### src/rtl/jk_pkg.sv
// Shared types and JK excitation helper for the JK bank driver.
package jk_pkg;

    typedef enum logic [1:0] {
        IDLE   = 2'd0,
        DRIVE  = 2'd1,
        SETTLE = 2'd2,
        CHECK  = 2'd3
    } state_t;

    // {j, k} pairs understood by the synchronous-reset JK cell.
    localparam logic [1:0] JK_HOLD = 2'b00;
    localparam logic [1:0] JK_RST  = 2'b01;
    localparam logic [1:0] JK_SET  = 2'b10;

    // Only the set/reset/hold encodings are ever produced; 11 is unreachable.
    function automatic logic [1:0] jk_excite(input logic want, input logic have);
        if (want && !have) begin
            return JK_SET;
        end
        if (!want && have) begin
            return JK_RST;
        end
        return JK_HOLD;
    endfunction

endpackage

### src/rtl/jk_excite_bit.sv
// Per-bit excitation cell: turns a wanted/observed bit pair into a J/K pair.
module jk_excite_bit
    import jk_pkg::*;
(
    input  logic want,
    input  logic have,
    output logic j,
    output logic k
);

    assign {j, k} = jk_excite(want, have);

endmodule

### src/rtl/jk_bank_driver.sv
// Drives a bank of JK flops toward a target word, verifies Q after settle,
// retries a bounded number of times and flags an error if the bank never matches.
module jk_bank_driver
    import jk_pkg::*;
#(
    parameter int WIDTH      = 8,
    parameter int SETTLE_CYC = 1,
    parameter int MAX_RETRY  = 3
) (
    input  logic             clk,
    input  logic             rst,
    input  logic             tgt_valid,
    input  logic [WIDTH-1:0] tgt_data,
    output logic             tgt_ready,
    input  logic [WIDTH-1:0] q_obs,
    output logic [WIDTH-1:0] j,
    output logic [WIDTH-1:0] k,
    output logic             busy,
    output logic             done,
    output logic             err,
    output logic             err_sticky
);

    localparam logic [3:0] SETTLE_LOAD = (SETTLE_CYC > 0) ? 4'(SETTLE_CYC - 1) : 4'd0;
    localparam logic [2:0] RETRY_MAX   = 3'(MAX_RETRY);

    state_t           state;
    logic [2:0]       retry;
    logic [3:0]       settle_cnt;
    logic [WIDTH-1:0] target;

    logic [WIDTH-1:0] want;
    logic [WIDTH-1:0] exc_j;
    logic [WIDTH-1:0] exc_k;

    // j/k are registered, so the excitation is computed on the edge that enters
    // DRIVE: from the incoming word on acceptance, from the latched word on retry.
    assign want = (state == IDLE) ? tgt_data : target;

    for (genvar i = 0; i < WIDTH; i++) begin : g_bit
        jk_excite_bit u_bit (
            .want (want[i]),
            .have (q_obs[i]),
            .j    (exc_j[i]),
            .k    (exc_k[i])
        );
    end

    // NOTE: all state lives in this one block and is written with <= so every
    // register samples the pre-edge values of the others, regardless of order.
    always_ff @(posedge clk) begin
        if (rst) begin
            state      <= IDLE;
            retry      <= '0;
            settle_cnt <= '0;
            // NOTE: the target register is cleared as well so no stale word can
            // reach a compare after an aborted transaction.
            target     <= '0;
            j          <= '0;
            k          <= '0;
            tgt_ready  <= 1'b1;
            busy       <= 1'b0;
            done       <= 1'b0;
            err        <= 1'b0;
            err_sticky <= 1'b0;
        end else begin
            done <= 1'b0;
            err  <= 1'b0;
            j    <= '0;
            k    <= '0;

            case (state)
                IDLE: begin
                    if (tgt_valid && tgt_ready) begin
                        target    <= tgt_data;
                        retry     <= '0;
                        j         <= exc_j;
                        k         <= exc_k;
                        tgt_ready <= 1'b0;
                        busy      <= 1'b1;
                        state     <= DRIVE;
                    end
                end

                DRIVE: begin
                    if (SETTLE_CYC > 0) begin
                        settle_cnt <= SETTLE_LOAD;
                        state      <= SETTLE;
                    end else begin
                        state <= CHECK;
                    end
                end

                SETTLE: begin
                    if (settle_cnt == 4'd0) begin
                        state <= CHECK;
                    end else begin
                        settle_cnt <= settle_cnt - 4'd1;
                    end
                end

                CHECK: begin
                    if (q_obs == target) begin
                        done      <= 1'b1;
                        tgt_ready <= 1'b1;
                        busy      <= 1'b0;
                        state     <= IDLE;
                    end else if (retry < RETRY_MAX) begin
                        retry <= retry + 3'd1;
                        j     <= exc_j;
                        k     <= exc_k;
                        state <= DRIVE;
                    end else begin
                        err        <= 1'b1;
                        err_sticky <= 1'b1;
                        tgt_ready  <= 1'b1;
                        busy       <= 1'b0;
                        state      <= IDLE;
                    end
                end

                default: begin
                    tgt_ready <= 1'b1;
                    busy      <= 1'b0;
                    state     <= IDLE;
                end
            endcase
        end
    end

    // The JK cell's 11 pair toggles on some variants; it must never be driven.
    assert property (@(posedge clk) disable iff (rst) (j & k) == '0);

endmodule

### config.mk
export PLATFORM = sky130hd
export DESIGN_NAME = jk_bank_driver
export DESIGN_NICKNAME = d
export VERILOG_FILES = /design/src/rtl/jk_pkg.sv /design/src/rtl/jk_excite_bit.sv /design/src/rtl/jk_bank_driver.sv
export SDC_FILE = /design/constraint.sdc
export NUM_CORES = 1
export LEC_CHECK = 0
export BUFFER_PORTS_ARGS = -buffer_cell sky130_fd_sc_hd__buf_2
export CAP_MARGIN = 20
export CORE_MARGIN = 2
export CORE_UTILIZATION = 53
export DETAILED_ROUTE_END_ITERATION = 6
export PLACE_DENSITY = 0.78
export SYNTH_ARGS = -nofsm -noshare
export SYNTH_HDL_FRONTEND = slang
export SYNTH_SLANG_ARGS = --single-unit
### constraint.sdc
create_clock -name clk -period 2.4 [get_ports clk]
set_input_delay 0.48 -clock clk [delete_from_list [all_inputs] [get_ports clk]]
set_output_delay 0.48 -clock clk [all_outputs]
set_load 0.005 [all_outputs]
==> results.tsv <==
stage	metric	value	unit
routing	dr.pass1.iters	4	
setup_path	rr_endpoint	retry[1]	
setup_path	critPathRequiredTime	2630	ps
die	io_pins	40	
setup_path	crit_end	retry[1]	
grt	grt_usage	21.20	%
routing	wl_met2	1688	um
synthesis	synth_fa_ha_area_share	5.556	%
die	row_count	21	
synthesis	synth_top_area_share	42.22	%
timing	slew_headroom	62.82	%
synthesis	synth_top_family_by_area	compound AO/OA/AOI/OAI gates	
setup_path	end_kind	register	
job	maxCapViolCount	0	
clocking	cts_tree	yes	
setup_path	worstSetupPathType	register to register	
clocking	clockBufferDepth	2	
routing	met1_length	1731	um
clocking	hold_buffers	0	
timing	period_minus_slack	1946	ps
clocking	cts_setup_buffers	0	
routing	top_layer	met4	
status	status	complete, no violations	
synthesis	seq_area_frac_synth	42.22	%
timing	final-hold-violation-count	0	
synthesis	synthSimpleGateAreaFrac	16.46	%
timing	clock_skew	4.065	ps
die	die_h	62.31	um
timing	hold-worst-slack	342.8	ps
timing	slew_violations	0	
clocking	clkTransAtPathRegs	100	ps
cells_and_area	nNetsFinal	260	
synthesis	synthMuxAreaShare	2.778	%
synthesis	synth_cell_types	35	
synthesis	postSynthCellCount	196	
die	dieArea	3882	um^2
grt	grt_overflow	0	
setup_path	rr_startpoint	state[0]	
routing	detail-route-antenna-nets	0	
synthesis	synth_area	1802	um^2
timing	rsz0062_at_grt	no	
cells_and_area	antenna_cells	0	
min_path	hold_path_class	primary input to register	
clocking	cts_sinks	38	
die	start_util	54.42	%
grt	grt_max_degree	29	
die	core_area	3311	um^2
synthesis	synth_xor_area_share	4.861	%
clocking	root_buffer	clkbuf_4	
power_and_ir_drop	ir_drop	0.0007435	V
min_path	min_path_cells	2	
setup_path	r2r_slack	450	ps
timing	timing.fmax	513.9	MHz
routing	wl_per_cell	13.42	um
grt	antenna_found_initial	0	
placement	port_buffers	39	
routing	vias	1532	
timing	setup_viol_count_final	0	
cells_and_area	fin_cells	278	
routing	viasPerCell	5.511	
clocking	cts_buffers	5	
routing	wl	3731	um
grt	grt_pass1_wl	6499	um
timing	tns	0	ps
synthesis	synth_largest_area_cell	dfxtp_1	
setup_path	worstRegToRegCells	6	
timing	period_share	81.07	%
synthesis	ys_warn_count	0	
synthesis	syn_avg_cell_area	9.192	um^2
synthesis	synth_compound_area_share	22.85	%
setup_path	start_kind	register	
clocking	post_cts_resize_count	0	
power_and_ir_drop	p_leak	0.8562	nW
placement	globalplace.congestion	0.7730	
power_and_ir_drop	p_per_area	944.6	nW/um^2
routing	drt_drc_violations_left	0	
cells_and_area	area_delta_synth_final	14.72	%
routing	dr.first_iter.drc_count	106	
synthesis	synth.area.top_cells	dfxtp_1 42%, nand2_1 6.0%, ha_1 5.6%	
setup_path	critPathMaxFanout	7	
die	die_x	62.31	um
placement	dp.cells	272	
synthesis	synth-seq-cells	38	
timing	worstMarginPinSlew	555.7	ps
cells_and_area	drive_above_1_share	24.57	%
placement	post-dp-hpwl	2594	um
routing	wl_met3	224	um
clocking	worstSkewPairLatency	330	ps
setup_path	cp.arrival	2180	ps
clocking	htree_levels	2	
grt	grt_pass1_vias	1463	
synthesis	syn-num-nets	223	
setup_path	startpoint	state[0]	
[final cells by class]
type / count / area (um^2)
tap: 46 / 57.56
timing repair buffer: 41 / 210.2
clock buffer: 6 / 51.30
multi-input combinational: 136 / 945.9
sequential: 38 / 760.7
fill: 291 / 1244
inverter: 11 / 41.29
[metal layers]
layer,up-vias,track usage (%)
li1,772,-
met1,702,27.23
met2,49,33.70
met3,9,5.797
met4,0,8.889
met5,-,0
[kinds of logic (layout without fill, tap and decap cells)]
logic type,Yosys count,in the layout
mux,5,5
fa+ha+maj,8,8
xor+xnor,10,10
compound gates,53,53
flops,38,38
simple gates,60,60
buf+inv,22,58
[synthesized netlist by cell type]
| master | n |
|---|---|
| and3_1 | 1 |
| buf_2 | 2 |
| nor2_1 | 9 |
| or2_2 | 2 |
| inv_1 | 11 |
| ha_1 | 8 |
| o311ai_0 | 2 |
| nor4b_1 | 1 |
| nor3_1 | 4 |
| a311o_1 | 1 |
| nor3b_1 | 2 |
| a2111oi_0 | 7 |
| a211oi_1 | 2 |
| o2111ai_1 | 8 |
| dfxtp_1 | 38 |
| a21boi_0 | 1 |
| nand2_1 | 29 |
| clkbuf_8 | 1 |
| nor2b_1 | 2 |
| xor2_1 | 2 |
| o21a_1 | 6 |
| nand3_1 | 5 |
| nand4_2 | 2 |
| o211ai_1 | 1 |
| xnor2_1 | 8 |
| a21oi_1 | 19 |
| clkbuf_1 | 8 |
| a2111oi_4 | 1 |
| or3b_2 | 2 |
| o211ai_4 | 1 |
| mux2i_1 | 5 |
| a221oi_2 | 1 |
| or3b_4 | 1 |
| a311oi_1 | 1 |
| o21ai_0 | 2 |
[critical path: stages (launching register included)]
cell	delay, ps
dfxtp_1	340
inv_1	150
ha_1	220
a21boi_0	370
nor2_1	200
or3b_2	460
o311ai_0	90
[power by group]
group,switching [mW],internal [mW]
Combinational,0.537,0.311
Clock,0.188,0.132
Sequential,0.0624,0.722
[cells in the final DEF (no fill, tap or decap), drive strengths merged, types with 3 or more instances in the layout]
| cell | count |
|---|---|
| nor3 | 4 |
| nand3 | 5 |
| o21a | 6 |
| clkbuf | 6 |
| xnor2 | 8 |
| mux2i | 5 |
| nor2 | 9 |
| buf | 41 |
| a2111oi | 8 |
| nand2 | 29 |
| inv | 11 |
| o2111ai | 8 |
| or3b | 3 |
| ha | 8 |
| dfxtp | 38 |
| a21oi | 19 |
[how the worst min path moves through the flow]
stage | start | endpoint | slack (ps)
global route | q_obs[5] | j[5] | 330
detailed placement | err_sticky | err_sticky | 440
CTS | q_obs[5] | j[5] | 340
finish | q_obs[5] | j[5] | 340
global placement | err_sticky | err_sticky | 440
floorplan | err_sticky | err_sticky | 440
[state kept, by name (all words and copies together) (netlist names), 2 cells and up]
signal	count
target	8
j	8
retry	3
k	8
settle_cnt	4
state	2
[metrics by stage]
step           power, mW  area, um^2  util, %  setup slack (ps)
2_1_floorplan      1.424        1802        -             715.8
3_3_place_gp       1.624        2016    60.88             494.3
3_5_place_dp       1.639        2016    60.88             428.9
4_1_cts            1.959        2067    62.43             439.4
5_1_grt            2.106        2067    62.43             309.6
6_report           1.953        2067    62.43             454.2
Note: power is estimated with default switching activity, not from simulation.
